--- config.mk ---
export PLATFORM = sky130hd
export DESIGN_NAME = seq_add_sub_flat
export DESIGN_NICKNAME = d
export VERILOG_FILES = /design/src/rtl/seq_add_sub_if.sv /design/src/rtl/seq_add_sub.sv /design/src/flat_wrapper.sv
export SDC_FILE = /design/constraint.sdc
export NUM_CORES = 1
export LEC_CHECK = 0
export ABC_AREA = 1
export ABC_CLOCK_PERIOD_IN_PS = 2500
export CAP_MARGIN = 20
export CORE_ASPECT_RATIO = 1.25
export CORE_MARGIN = 2
export CORE_UTILIZATION = 52
export CTS_CLUSTER_SIZE = 8
export DETAILED_ROUTE_END_ITERATION = 7
export PLACE_DENSITY = 0.8
export SYNTH_ARGS = -nofsm -noshare
export SYNTH_HDL_FRONTEND = slang
export SYNTH_SLANG_ARGS = --single-unit
--- constraint.sdc ---
create_clock -name clk -period 2.5 [get_ports clk]
set_clock_uncertainty 0.1 [all_clocks]
set_input_delay 0.375 -clock clk [delete_from_list [all_inputs] [get_ports clk]]
set_output_delay 0.375 -clock clk [all_outputs]
set_load 0.02 [all_outputs]
--- src/rtl/seq_add_sub_if.sv ---
// seq_add_sub_if: operand/result bundle for the sequential adder/subtractor.
//
// Handshake: a transfer happens on a rising clk edge where valid && ready
// are both high. A source keeps valid and its payload stable until that
// edge. A sink never derives ready combinationally from valid.
//   input side : in_valid/in_ready, payload a, b, sub
//   output side: out_valid/out_ready, payload s, c_out, ovf, zero
//
// master modport: the operand producer / result consumer (testbench, upstream).
// slave  modport: the arithmetic block.
interface seq_add_sub_if #(
  parameter int WIDTH = 16
);
  logic             in_valid;
  logic             in_ready;
  logic [WIDTH-1:0] a;
  logic [WIDTH-1:0] b;
  logic             sub;
  logic             out_valid;
  logic             out_ready;
  logic [WIDTH-1:0] s;
  logic             c_out;
  logic             ovf;
  logic             zero;

  modport master (
    output in_valid, a, b, sub, out_ready,
    input  in_ready, out_valid, s, c_out, ovf, zero
  );

  modport slave (
    input  in_valid, a, b, sub, out_ready,
    output in_ready, out_valid, s, c_out, ovf, zero
  );
endinterface

--- src/rtl/seq_add_sub.sv ---
// seq_add_sub: multi-cycle adder/subtractor. A WIDTH-bit operand pair is
// processed one DIGIT-bit slice per clock, LSB slice first, through a single
// DIGIT-bit adder. WIDTH must be a multiple of DIGIT; DIGIT == WIDTH gives a
// single-slice (one cycle) operation.
//
// Ports:
//   clk       rising-edge clock
//   rst_n     asynchronous active-low reset
//   bus       seq_add_sub_if slave: in_valid/in_ready + a, b, sub;
//             out_valid/out_ready + s, c_out, ovf, zero
//   state_dbg current FSM state (0 = IDLE, 1 = CALC, 2 = DONE)
module seq_add_sub #(
  parameter int WIDTH = 16,
  parameter int DIGIT = 4
) (
  input  logic              clk,
  input  logic              rst_n,
  seq_add_sub_if.slave      bus,
  output logic [1:0]        state_dbg
);

  localparam int NSLICE = WIDTH / DIGIT;
  localparam int CW     = (NSLICE > 1) ? $clog2(NSLICE) : 1;

  typedef enum logic [1:0] {
    S_IDLE = 2'd0,
    S_CALC = 2'd1,
    S_DONE = 2'd2
  } state_t;

  state_t           state_q, state_d;
  logic [WIDTH-1:0] a_q, a_d;      // operand A, shifted right one slice per cycle
  logic [WIDTH-1:0] b_q, b_d;      // operand B (pre-inverted for subtract), shifted likewise
  logic [WIDTH-1:0] r_q, r_d;      // partial result, slices enter at the MSB end
  logic [WIDTH-1:0] s_q, s_d;      // last completed result
  logic             carry_q, carry_d;
  logic             c_out_q, c_out_d;
  logic             ovf_q, ovf_d;
  logic             zero_q, zero_d;
  logic [CW-1:0]    cnt_q, cnt_d;

  logic [DIGIT:0]   slice_sum;
  logic [WIDTH-1:0] r_next;
  logic             last_slice;

  always_comb begin
    slice_sum  = {1'b0, a_q[DIGIT-1:0]} + {1'b0, b_q[DIGIT-1:0]} + {{DIGIT{1'b0}}, carry_q};
    // After NSLICE shifts the first slice has walked down to bit 0.
    r_next     = (r_q >> DIGIT) | (WIDTH'(slice_sum[DIGIT-1:0]) << (WIDTH - DIGIT));
    last_slice = (cnt_q == CW'(NSLICE - 1));

    state_d = state_q;
    a_d     = a_q;
    b_d     = b_q;
    r_d     = r_q;
    s_d     = s_q;
    carry_d = carry_q;
    c_out_d = c_out_q;
    ovf_d   = ovf_q;
    zero_d  = zero_q;
    cnt_d   = cnt_q;

    case (state_q)
      S_IDLE: begin
        // in_ready is high throughout IDLE, so in_valid alone marks the accept.
        if (bus.in_valid) begin
          a_d     = bus.a;
          b_d     = bus.b ^ {WIDTH{bus.sub}};
          carry_d = bus.sub;
          cnt_d   = '0;
          state_d = S_CALC;
        end
      end
      S_CALC: begin
        a_d     = a_q >> DIGIT;
        b_d     = b_q >> DIGIT;
        r_d     = r_next;
        carry_d = slice_sum[DIGIT];
        cnt_d   = cnt_q + 1'b1;
        if (last_slice) begin
          s_d     = r_next;
          c_out_d = slice_sum[DIGIT];
          // Carry into the MSB recovered as a ^ b ^ sum at that bit position.
          ovf_d   = a_q[DIGIT-1] ^ b_q[DIGIT-1] ^ slice_sum[DIGIT-1] ^ slice_sum[DIGIT];
          zero_d  = (r_next == '0);
          cnt_d   = '0;
          state_d = S_DONE;
        end
      end
      S_DONE: begin
        if (bus.out_ready) state_d = S_IDLE;
      end
      default: state_d = S_IDLE;
    endcase
  end

  always_ff @(posedge clk or negedge rst_n) begin
    if (!rst_n) begin
      state_q <= S_IDLE;
      a_q     <= '0;
      b_q     <= '0;
      r_q     <= '0;
      s_q     <= '0;
      carry_q <= 1'b0;
      c_out_q <= 1'b0;
      ovf_q   <= 1'b0;
      zero_q  <= 1'b0;
      cnt_q   <= '0;
    end else begin
      state_q <= state_d;
      a_q     <= a_d;
      b_q     <= b_d;
      r_q     <= r_d;
      s_q     <= s_d;
      carry_q <= carry_d;
      c_out_q <= c_out_d;
      ovf_q   <= ovf_d;
      zero_q  <= zero_d;
      cnt_q   <= cnt_d;
    end
  end

  // Handshake outputs decode registered state only.
  assign bus.in_ready  = (state_q == S_IDLE);
  assign bus.out_valid = (state_q == S_DONE);
  assign bus.s         = s_q;
  assign bus.c_out     = c_out_q;
  assign bus.ovf       = ovf_q;
  assign bus.zero      = zero_q;
  assign state_dbg     = state_q;

endmodule

--- src/flat_wrapper.sv ---
// flat-port wrapper written by rule: the top's interface ports become plain ports
module seq_add_sub_flat 
#(
  parameter int WIDTH = 16,
  parameter int DIGIT = 4
)
  (clk, rst_n, state_dbg, bus_in_valid, bus_a, bus_b, bus_sub, bus_out_ready, bus_in_ready, bus_out_valid, bus_s, bus_c_out, bus_ovf, bus_zero);
  seq_add_sub_if #(.WIDTH(WIDTH)) bus_i ();
  input  logic clk;
  input  logic rst_n;
  output logic [1:0] state_dbg;
  input wire logic [$bits(bus_i.in_valid)-1:0] bus_in_valid;
  input wire logic [$bits(bus_i.a)-1:0] bus_a;
  input wire logic [$bits(bus_i.b)-1:0] bus_b;
  input wire logic [$bits(bus_i.sub)-1:0] bus_sub;
  input wire logic [$bits(bus_i.out_ready)-1:0] bus_out_ready;
  output wire logic [$bits(bus_i.in_ready)-1:0] bus_in_ready;
  output wire logic [$bits(bus_i.out_valid)-1:0] bus_out_valid;
  output wire logic [$bits(bus_i.s)-1:0] bus_s;
  output wire logic [$bits(bus_i.c_out)-1:0] bus_c_out;
  output wire logic [$bits(bus_i.ovf)-1:0] bus_ovf;
  output wire logic [$bits(bus_i.zero)-1:0] bus_zero;
  assign bus_i.in_valid = bus_in_valid;
  assign bus_i.a = bus_a;
  assign bus_i.b = bus_b;
  assign bus_i.sub = bus_sub;
  assign bus_i.out_ready = bus_out_ready;
  assign bus_in_ready = bus_i.in_ready;
  assign bus_out_valid = bus_i.out_valid;
  assign bus_s = bus_i.s;
  assign bus_c_out = bus_i.c_out;
  assign bus_ovf = bus_i.ovf;
  assign bus_zero = bus_i.zero;
  seq_add_sub #(.WIDTH(WIDTH), .DIGIT(DIGIT)) u_core (.clk(clk), .rst_n(rst_n), .bus(bus_i), .state_dbg(state_dbg));
endmodule
-- After elaboration in Yosys (flattened, before gate mapping)
Cells that the tools add are included.
- output and inout port bits: 23
- input bits: 37
- bits in registers: 72
- equal/unequal tests: 6
- add/subtract/negate cells: 3
- reduce and logical (&&, ||, !) cells: 6
- multiplexer cells: 13
- bitwise logic cells: 5
- operators by type and width (kind ; number):
    $pmux 16 s2 ; 2
    $mux 16 ; 2
    $logic_not 16->1 ; 1
    $or 12x16->16 ; 1
    $xor 16x16->16 ; 1
    $mux 2 ; 5
    $pmux 2 s3 ; 1
    $add 4x4->5 ; 1
    $add 5x1->5 ; 1
    $eq 2x2->1 const B ; 2
    $ne 2x2->1 const B ; 2
    $pmux 2 s2 ; 1
    $reduce_and 2->1 ; 2
    $reduce_and 3->1 ; 1
    $xor 1x1->1 ; 3
    $add 2x1->2 const B ; 1
    $eq 2x1->1 const B ; 1
    $logic_not 2->1 ; 1
    $ne 2x1->1 const B ; 1
    $pmux 1 s2 ; 1
    $reduce_bool 2->1 ; 1
    $mux 1 ; 1

-- Depth between registers and ports, before layout
Gate-level depths: netlist of the first run.
- depth in word-level cells: 4
- mapped depth: 9
- gate-level depth less buffers: 9

-- Worst setup path before layout of the first run
OpenSTA, ideal clock, no wires.
- kind: register to register
- start point: register u_core.carry_q
- end point: register u_core.zero_q (netlist: u_core.bus.zero)
- data arrival time: 1.721 ns
- cell stages (with the launch flop): 10
- setup slack: 0.614 ns
- required time: 2.335 ns
- library setup time: 0.065 ns
- period minus slack after synthesis: 1.886 ns
- cells stage by stage: dfrtp_1 fa_1 fa_1 nor2_1 nand2_1 nor2_1 nand2_1 nor2_1 nand2_1 nand2_1
- cells in the longest elaborated chain, start to end: 3
- ends and longest elaborated chain (what ; line ; RTL):
    start, declared ; seq_add_sub.sv:36 ; logic carry_q, carry_d;
    start signal, assigned ; seq_add_sub.sv:115 ; carry_q <= carry_d;
    $add 5x1->5 ; seq_add_sub.sv:47 ; slice_sum = {1'b0, a_q[DIGIT-1:0]} + {1'b0, b_q[DIGIT-1:0]} + {{DIGIT{1'b0}}, carry_q};
    $or 12x16->16 ; seq_add_sub.sv:49 ; r_next = (r_q >> DIGIT) | (WIDTH'(slice_sum[DIGIT-1:0]) << (WIDTH - DIGIT));
    named net u_core.r_next[13] ; seq_add_sub.sv:43 ; logic [WIDTH-1:0] r_next;
    $logic_not 16->1 ; seq_add_sub.sv:85 ; zero_d = (r_next == '0);
    end signal, assigned ; seq_add_sub.sv:118 ; zero_q <= zero_d;
    end, declared ; seq_add_sub.sv:39 ; logic zero_q, zero_d;
The timed path passes the listed nets, and every way through them passes these cells.
A chain may end at the register's enable or synchronous reset.

-- Worst setup path in the final report of the first run
Same ends and word-level chain as after synthesis.

==> results.json, run 1 <==
{
  "status": "finished, final reports clean",
  "grt_pass1_vias": 2417,
  "rows": 31,
  "tns_ns": 0,
  "start_util_pct": 54.05,
  "pre_cts_slack_ns": 0.4665,
  "pin_count": 60,
  "critPathMaxFanout": 2,
  "fin_ws_ns": 0.4296,
  "routed_via_density": 5.000,
  "synthCells": 330,
  "clk_pin_slew_ns": 0.07,
  "dr_total_vias": 2385,
  "area_delta_synth_final_pct": 26.01,
  "fin_crit_sh_pct": 82.82,
  "crit_path_frequent_cell": "nand2_1",
  "nets": 433,
  "slew_violations": 0,
  "max-cap-violations": 0,
  "wl_per_cell_um": 12.85,
  "fillers": 478,
  "power_density_nw_per_um2": 1182,
  "route.detailed.drc": 0,
  "setup_viol": 0,
  "cp.arrival_ns": 2.26,
  "worstPathCellList": "fa_1 -> fa_1 -> nor2_1 -> nand2_1 -> nor2_1 -> nand2_1 -> nor2_1 -> nand2_1 -> nand2_1",
  "gp_congestion": 0.8509,
  "cp-startpoint": "u_core.carry_q",
  "required_ns": 2.69,
  "cts_tree": "done",
  "cts_setup_buffers": 0,
  "async_reset_ff_share_pct": 100.0,
  "slowest_delay_ns": 0.48,
  "cts_max_level": 3,
  "diodes": 0,
  "yosys.area.top_type": "dfrtp_1",
  "synth.avg_cell_area_um2": 9.593,
  "yosysSeqAreaShare_pct": 53.75,
  "hold_start": "u_core.bus.s[3]",
  "drt_iter0_markers": 140,
  "antenna_found_initial": 0,
  "end_kind": "flip-flop",
  "clkLatencyLatePin_ns": 0.34,
  "regArea_um2": 1702,
  "core_um2": 5857,
  "dieArea_um2": 6731,
  "synth_edf_count": 0,
  "cts.sinks": 68,
  "worst_setup_path_start_kind": "flip-flop",
  "synth_area_um2": 3166,
  "drive_above_1_share_pct": 13.67,
  "relSlewSlack_pct": 61.98,
  "clock_path_buffers": 2,
  "finalHoldViolCount": 0,
  "synth_area_leaders": "dfrtp_1, nand2_1, xnor2_1",
  "p_leak_nw": 1.820,
  "yosys_register_bits": 68,
  "fin_util_pct": 68.11,
  "die_width_um": 73.79,
  "io_buffers": 59,
  "dieHeight_um": 91.23,
  "grt_max_degree": 47,
  "min_period_ns": 2.070,
  "numCtsBuffers": 9,
  "worst_slew_pin_slew_ns": 0.5703,
  "yosysUniqueCellTypes": 32,
  "first_pass_iters": 4,
  "drt-total-wl_um": 6129,
  "hpwl_um": 4299,
  "multi_input_area_um2": 1256,
  "yosys_most_used_dff": "dfrtp_1",
  "reg2reg_from": "u_core.carry_q",
  "rsz0062_at_grt": "no",
  "ys.warnings.count": 0,
  "ant_nets": 0,
  "max_freq_ghz": 0.4830,
  "min_path_type": "reg2reg",
  "cp_slowest_cell": "fa_1",
  "yosysTopAreaCellShare_pct": 53.75,
  "worst-setup-path-type": "reg2reg",
  "synthesis.nets": 373,
  "grt_pass1_wl_um": 10780,
  "ir_worst_vdd_uv": 607.2,
  "cts_root_buf": "clkbuf_8",
  "grt.overflow.total": 0,
  "track_usage_pct": 20.86
}
## power breakdown
part           total [mW]  leakage [nW]  switching [mW]  internal (mW)
registers            1.84         0.877           0.305           1.54
clock network       0.921         0.102           0.409          0.512
logic                1.95         0.840            1.16          0.797
## critical path: cells and delay by family (launching register included)
kind          cells  cell delay [ns]
flops             1             0.41
fa+ha+maj         2             0.95
simple gates      7             0.56
## cells by family (layout without fill, tap and decap cells)
group	count (synthesis)	in the layout	synth area share [%]
simple gates	146	146	20.12
flops	68	68	53.75
compound gates	56	56	12.29
buf+inv	38	103	6.561
xor+xnor	16	16	4.427
fa+ha+maj	6	6	2.846
## through the flow
stage	area, um^2	cells	total power, mW	hold slack [ns]
after floorplan	3166	330	3.226	-0.02059
after global placement	3776	460	3.742	0.2893
after detailed placement	3776	460	3.834	0.2974
after CTS	3989	477	4.755	0.3875
after global routing	3989	477	5.068	0.4052
final	3989	477	4.716	0.3793
## layout make-up
| cell class | count | area share (%) |
|---|---|---|
| multi-input cells | 224 | 31.49 |
| inverters | 24 | 2.384 |
| clock inverters | 4 | 1.192 |
| well taps | 82 | 2.572 |
| clock buffers | 12 | 3.890 |
| repair buffers | 63 | 15.81 |
| flip-flops and latches | 68 | 42.66 |
## synth_stat cells (2+ instances only)
library cell / count
nand2_1: 103
o21ai_0: 14
o21ai_1: 10
buf_2: 3
ha_1: 4
xnor2_1: 16
o21ai_2: 12
a22oi_1: 3
nand2_2: 12
a22o_1: 4
a22oi_2: 2
o211ai_1: 7
buf_6: 5
dfrtp_1: 68
inv_1: 19
buf_4: 4
nor2_1: 10
nand3_1: 15
fa_1: 2
inv_4: 2
inv_2: 3
nand2_4: 2
## per-layer routing
| metal | global-route usage (%) | up-vias | share of wire (%) |
|---|---|---|---|
| met5 | 0 | - | 0 |
| met4 | 10.61 | 0 | 2.7 |
| met3 | 4.329 | 14 | 3.7 |
| met2 | 33.71 | 63 | 52 |
| met1 | 25.90 | 1130 | 42 |
| li1 | - | 1178 | - |
## repair_timing
action                                  CTS  global route
hold buffers                              1             0
endpoints found under the setup margin    0             0
resized for setup                         0             0
hold endpoints to repair                 22             0
## cell usage in the layout (no fill, tap or decap), drive strengths merged
cell type and n:
o21a 1, a21oi 1, ha 4, o21ai 36
nand3 15, clkdlybuf4s50 58, a22oi 5, nand3b 1
o31ai 1, nand4 1, xnor2 16, clkbuf 12
clkinvlp 1, a22o 4, dlygate4sd3 1, inv 24
nor2 12, o211ai 7, clkinv 2, nand2 117
fa 2, buf 4, bufinv 1, o221ai 1
dfrtp 68
## state kept, by name (all words and copies together) (netlist names)
signal            flops
u_core.cnt_q          2
u_core.a_q           16
u_core.state_dbg      2
u_core.bus.c_out      1
u_core.r_q           12
u_core.bus.zero       1
u_core.bus.ovf        1
u_core.bus.s         16
u_core.carry_q        1
u_core.b_q           16
## path summary, 6_finish.rpt
| kind | to | slack (ns) | depth (start not counted) |
|---|---|---|---|
| max in group asynchronous | u_core.a_q[0] | 1.20 | 3 |
| worst max register to register | u_core.bus.zero | 0.43 | 9 |
| worst min register to register | u_core.bus.s[3] | 0.38 | 2 |
| worst min-delay path | u_core.bus.s[3] | 0.38 | 2 |
| worst max-delay path | u_core.bus.zero | 0.43 | 9 |
| min in group asynchronous | u_core.bus.s[5] | 0.46 | 2 |
(Power assumes the default switching activity.)
==> run 2, diff against run 1 <==
--- a/config.mk
+++ b/config.mk
@@ -6,7 +6,7 @@
 export NUM_CORES = 1
 export LEC_CHECK = 0
 export ABC_AREA = 1
-export ABC_CLOCK_PERIOD_IN_PS = 2500
+export ABC_CLOCK_PERIOD_IN_PS = 2110
 export CAP_MARGIN = 20
 export CORE_ASPECT_RATIO = 1.25
 export CORE_MARGIN = 2
==> constraint.sdc (replaced) <==
create_clock -name clk -period 2.11 [get_ports clk]
set_clock_uncertainty 0.1 [all_clocks]
set_input_delay 0.3165 -clock clk [delete_from_list [all_inputs] [get_ports clk]]
set_output_delay 0.3165 -clock clk [all_outputs]
set_load 0.02 [all_outputs]
==> run 2 against run 1 <==
  * Critical path depth is the same
  * Global-route usage shrank 1.5 points
  * Hold slack lost 0.0038 ns
==> results.json, run 2 (synthesized netlist as in run 1, its figures left out) <==
{
  "drt-total-wl_um": 5891,
  "worst_slew_pin_slew_ns": 0.6961,
  "ant_nets": 0,
  "tns_ns": 0,
  "place_area_um2": 3791,
  "io_buffers": 59,
  "fin_util_pct": 68.34,
  "route.detailed.drc": 0,
  "p_sw_mw": 2.186,
  "seqPwrFrac_pct": 39.0,
  "cts_setup_buffers": 0,
  "required_ns": 2.28,
  "grt_pass1_vias": 2295,
  "clockPowerShare_pct": 19.1,
  "dieHeight_um": 91.23,
  "rsz0062_at_grt": "no",
  "grt_pass1_wl_um": 10090,
  "pin_count": 60,
  "track_usage_pct": 19.40,
  "reg2reg_depth": 9,
  "slew_violations": 0,
  "swShare_pct": 39.22,
  "clock_path_buffers": 2,
  "numCtsBuffers": 9,
  "power_density_nw_per_um2": 1393,
  "min_path_type": "reg2reg",
  "final_cells": 479,
  "cts_max_level": 3,
  "finalHoldWorstSlack_ns": 0.3755,
  "hold_depth": 2,
  "start_util_pct": 54.05,
  "grt.overflow.total": 0,
  "drt_iter0_markers": 198,
  "fin_crit_sh_pct": 95.62,
  "critPathMaxFanout": 2,
  "cts.sinks": 68,
  "place_inst": 462,
  "worst_setup_path_start_kind": "flip-flop",
  "die_width_um": 73.79,
  "combinationalPowerShare_pct": 41.9,
  "max-cap-violations": 0,
  "antenna_found_initial": 0,
  "dr_total_vias": 2396,
  "final_cell_mix": "nand2_1, dfrtp_1, clkdlybuf4s50_1, inv_1, xnor2_1",
  "rows": 31,
  "diodes": 0,
  "p_int_mw": 3.388,
  "cp.arrival_ns": 2.19,
  "max_freq_ghz": 0.4956,
  "p_leak_nw": 1.837,
  "core_um2": 5857,
  "nets": 435,
  "area_delta_synth_final_pct": 26.44,
  "layout_commonest_cell": "nand2_1",
  "hpwl_um": 4162,
  "finalHoldViolCount": 0,
  "routed_via_density": 5.002,
  "setup_viol": 0,
  "p_total_mw": 5.574,
  "status": "finished, final reports clean",
  "cts_tree": "done",
  "min_period_ns": 2.018,
  "fin_ws_ns": 0.09232,
  "relSlewSlack_pct": 53.53,
  "clkLatencyLatePin_ns": 0.34,
  "dieArea_um2": 6731,
  "first_pass_iters": 4,
  "cts_root_buf": "clkbuf_8",
  "end_kind": "flip-flop",
  "drive_above_1_share_pct": 14.36,
  "final_area_um2": 4003,
  "wl_per_cell_um": 12.30,
  "grt_max_degree": 69,
  "ir_worst_vdd_uv": 613.5,
  "worst-setup-path-type": "reg2reg",
  "fillers": 482,
  "clk_pin_slew_ns": 0.07,
  "gp_congestion": 0.8204,
  "pre_cts_slack_ns": 0.1296
}
run 2: changes by cell type in the layout (fill, tap and decap cells not counted):
cell and change:
clkbuf_1 -1, buf_4 +2, clkinv_2 +2, clkinvlp_4 -1
run 2: final timing paths:
path,startpoint,end,slack (ns)
worst max-delay path,u_core.carry_q,u_core.bus.zero,0.09
worst min-delay path,u_core.bus.s[3],u_core.bus.s[3],0.38
worst max register to register,u_core.carry_q,u_core.bus.zero,0.09
worst min register to register,u_core.bus.s[3],u_core.bus.s[3],0.38
max in group asynchronous,rst_n,u_core.b_q[13],1.21
min in group asynchronous,rst_n,u_core.bus.s[2],0.42
run 2: routing by layer:
metal	vias to the layer above	track usage [%]	wire length, um
li1	1179	-	-
met1	1152	23.82	2523
met2	57	31.99	3043
met3	8	4.994	208
met4	0	7.727	116
met5	-	0	0
run 2: worst max-delay path, stage by stage (launching register included):
cell     delay [ns]
dfrtp_1        0.41
fa_1           0.48
fa_1           0.47
nor2_1         0.12
nand2_1        0.06
nor2_1         0.09
nand2_1        0.05
nor2_1         0.08
nand2_1        0.05
nand2_1        0.05
run 2: cell type report:
class                   count  area, um^2  area share (%)
multi-input cells         224        1256           31.38
well taps                  82       102.6           2.563
repair buffers             65       645.6           16.13
inverters                  24       95.09           2.376
clock inverters             5       50.05           1.250
clock buffers              11       151.4           3.782
flip-flops and latches     68        1702           42.51
run 2: power groups by stage:
stage          registers (mW)  logic (mW)  clock network, mW
6_report                 2.17        2.34               1.06
5_1_grt                  2.23        2.62               1.15
4_1_cts                  2.17        2.37               1.09
3_5_place_dp             2.19        2.36                  0
3_3_place_gp             2.17        2.29                  0
2_1_floorplan            2.30        1.52                  0
run 2: timing repair:
item / 4_1_cts / 5_1_grt
endpoints found under the setup margin: 0 / 0
endpoints found under the hold margin: 68 / 0
gates resized for setup: 0 / 0
hold buffers: 1 / 0
==> run 3, diff against run 2 <==
--- a/config.mk
+++ b/config.mk
@@ -14,6 +14,7 @@
 export CTS_CLUSTER_SIZE = 8
 export DETAILED_ROUTE_END_ITERATION = 7
 export PLACE_DENSITY = 0.8
+export SETUP_SLACK_MARGIN = 0.5
 export SYNTH_ARGS = -nofsm -noshare
 export SYNTH_HDL_FRONTEND = slang
 export SYNTH_SLANG_ARGS = --single-unit
==> run 3 against run 2 <==
  * Via count increased by 2.7%
  * Sequential share of layout area decreased by 1.1 points
  * Critical path type unchanged
  * Maximum frequency increased by 4.6%
  * Largest cell class unchanged
  * Clock power increased by 9%
  * Highest routed layer unchanged
  * Global-route usage increased by 1.8 points
==> results.json, run 3 (synthesized netlist as in run 1, its figures left out) <==
{
  "p_int_mw": 3.561,
  "nets": 442,
  "clock_path_buffers": 2,
  "wl_per_cell_um": 13.35,
  "dieArea_um2": 6731,
  "worst_slew_pin_slew_ns": 0.3577,
  "worst-setup-path-type": "reg2reg",
  "max_freq_ghz": 0.5185,
  "critPathMaxFanout": 2,
  "power_density_nw_per_um2": 1440,
  "end_kind": "flip-flop",
  "antenna_found_initial": 0,
  "p_leak_nw": 1.954,
  "hpwl_um": 4332,
  "seqPwrFrac_pct": 36.8,
  "cts.sinks": 68,
  "clk_pin_slew_ns": 0.07,
  "numCtsBuffers": 9,
  "grt_pass1_vias": 2477,
  "cp_slowest_cell": "fa_2",
  "ir_worst_vdd_uv": 710.6,
  "tns_ns": 0,
  "min_path_type": "reg2reg",
  "final_cells": 486,
  "track_usage_pct": 21.18,
  "drt_iter0_markers": 159,
  "min_period_ns": 1.928,
  "place_inst": 463,
  "rows": 31,
  "p_sw_mw": 2.362,
  "critical_path.top_delay_family": "adder cells",
  "pin_count": 60,
  "layout_commonest_cell": "nand2_1",
  "regArea_um2": 1703,
  "io_buffers": 59,
  "cts_root_buf": "clkbuf_8",
  "worst_setup_path_start_kind": "flip-flop",
  "core_um2": 5857,
  "final_cell_mix": "nand2_1, dfrtp_1, clkdlybuf4s50_1, dlygate4sd2_1, nand2_2",
  "swShare_pct": 39.88,
  "diodes": 0,
  "cts_tree": "done",
  "reg2reg_depth": 9,
  "multi_input_area_um2": 1300,
  "area_delta_synth_final_pct": 29.92,
  "grt_pass1_wl_um": 10980,
  "relSlewSlack_pct": 76.15,
  "combinationalPowerShare_pct": 43.5,
  "slew_violations": 0,
  "fillers": 467,
  "cp.arrival_ns": 2.10,
  "p_total_mw": 5.924,
  "dr_total_vias": 2461,
  "place_area_um2": 3829,
  "drt-total-wl_um": 6489,
  "setup_viol": 0,
  "hold_depth": 2,
  "status": "finished, final reports clean",
  "grt.overflow.total": 0,
  "rrSetupSlack_ns": 0.18,
  "slowest_delay_ns": 0.45,
  "whs_endpoint": "u_core.bus.s[2]",
  "finalHoldViolCount": 0,
  "clockPowerShare_pct": 19.6,
  "start_util_pct": 54.05,
  "clkLatencyLatePin_ns": 0.34,
  "cp_num_buf_inv": 0,
  "first_pass_iters": 4,
  "routed_via_density": 5.064,
  "required_ns": 2.28,
  "r2r-end": "u_core.bus.zero",
  "drive_above_1_share_pct": 20.54,
  "reg2reg_from": "u_core.a_q[0]",
  "fin_crit_sh_pct": 91.40,
  "max-cap-violations": 0,
  "cts_max_level": 3,
  "die_width_um": 73.79,
  "dieHeight_um": 91.23,
  "worstPathCellList": "fa_2 -> fa_2 -> nor2_2 -> nand2_1 -> nor2_1 -> nand2_1 -> nor2_1 -> nand2_1 -> nand2_1",
  "rsz0062_at_grt": "yes",
  "hold_start": "u_core.bus.s[2]",
  "route.detailed.drc": 0,
  "gp_congestion": 0.8414,
  "grt_max_degree": 69,
  "final_area_um2": 4113,
  "fin_util_pct": 70.22,
  "crit_path_frequent_cell": "nand2_1",
  "ant_nets": 0
}
-- run 3: cell count changes in the layout (fill, tap and decap cells not counted), moves of 3 or more --
cell	previous run	this run
o21ai_0	14	11
nand2_1	103	96
nand2_2	12	19
buf_4	4	8
clkdlybuf4s50_1	58	35
dlygate4sd2_1	0	21
-- run 3: layer usage --
metal	share of wire, %	vias up	GRT usage (%)
met5	0	-	0
met3	3.7	12	5.660
met4	2.7	0	9.697
met1	42	1178	25.31
li1	-	1200	-
met2	52	71	34.90
-- run 3: worst max path at each step --
| stage | start | end | slack, ns | cells past startpoint |
|---|---|---|---|---|
| floorplan | u_core.a_q[0] | u_core.bus.zero | 0.31 | 9 |
| detailed placement | u_core.a_q[0] | u_core.bus.zero | 0.23 | 9 |
| global placement | u_core.a_q[0] | u_core.bus.zero | 0.28 | 9 |
| finish | u_core.a_q[0] | u_core.bus.zero | 0.18 | 9 |
| CTS | u_core.carry_q | u_core.bus.zero | 0.22 | 9 |
| global route | u_core.a_q[0] | u_core.bus.zero | 0.08 | 9 |
-- run 3: layout make-up --
type                    count  share of cell area (%)
clock buffers              11                   3.438
multi-input cells         224                   31.61
repair buffers             72                   16.79
clock inverters             5                   1.825
well taps                  82                   2.495
flip-flops and latches     68                   41.41
inverters                  24                   2.434
-- run 3: worst register-to-register path: stages, from the launching register on --
cell	delay, ns
dfrtp_1	0.42
fa_2	0.42
fa_2	0.45
nor2_2	0.10
nand2_1	0.06
nor2_1	0.09
nand2_1	0.05
nor2_1	0.08
nand2_1	0.06
nand2_1	0.05
-- run 3: per-stage QoR --
step	worst slack [ns]	hold slack, ns
final	0.1815	0.3670
after global routing	0.08346	0.3969
after CTS	0.2193	0.3709
after detailed placement	0.2304	0.2693
after global placement	0.2802	0.2648
after floorplan	0.3124	-0.07909
-- run 3: power groups by stage --
stage	clock (mW)	sequential, mW	combinational [mW]
final	1.16	2.18	2.58
after global routing	1.24	2.24	2.89
after CTS	1.18	2.17	2.43
after detailed placement	0	2.19	2.44
after global placement	0	2.17	2.36
after floorplan	0	2.30	1.53
-- run 3: timing repair --
action | in CTS | in global routing
buffers inserted | 3 | 3
endpoints found under the setup margin | 39 | 20
pin swaps | 2 | 6
hold endpoints to repair | 68 | 0
hold buffers | 1 | 0
resized for setup | 33 | 16
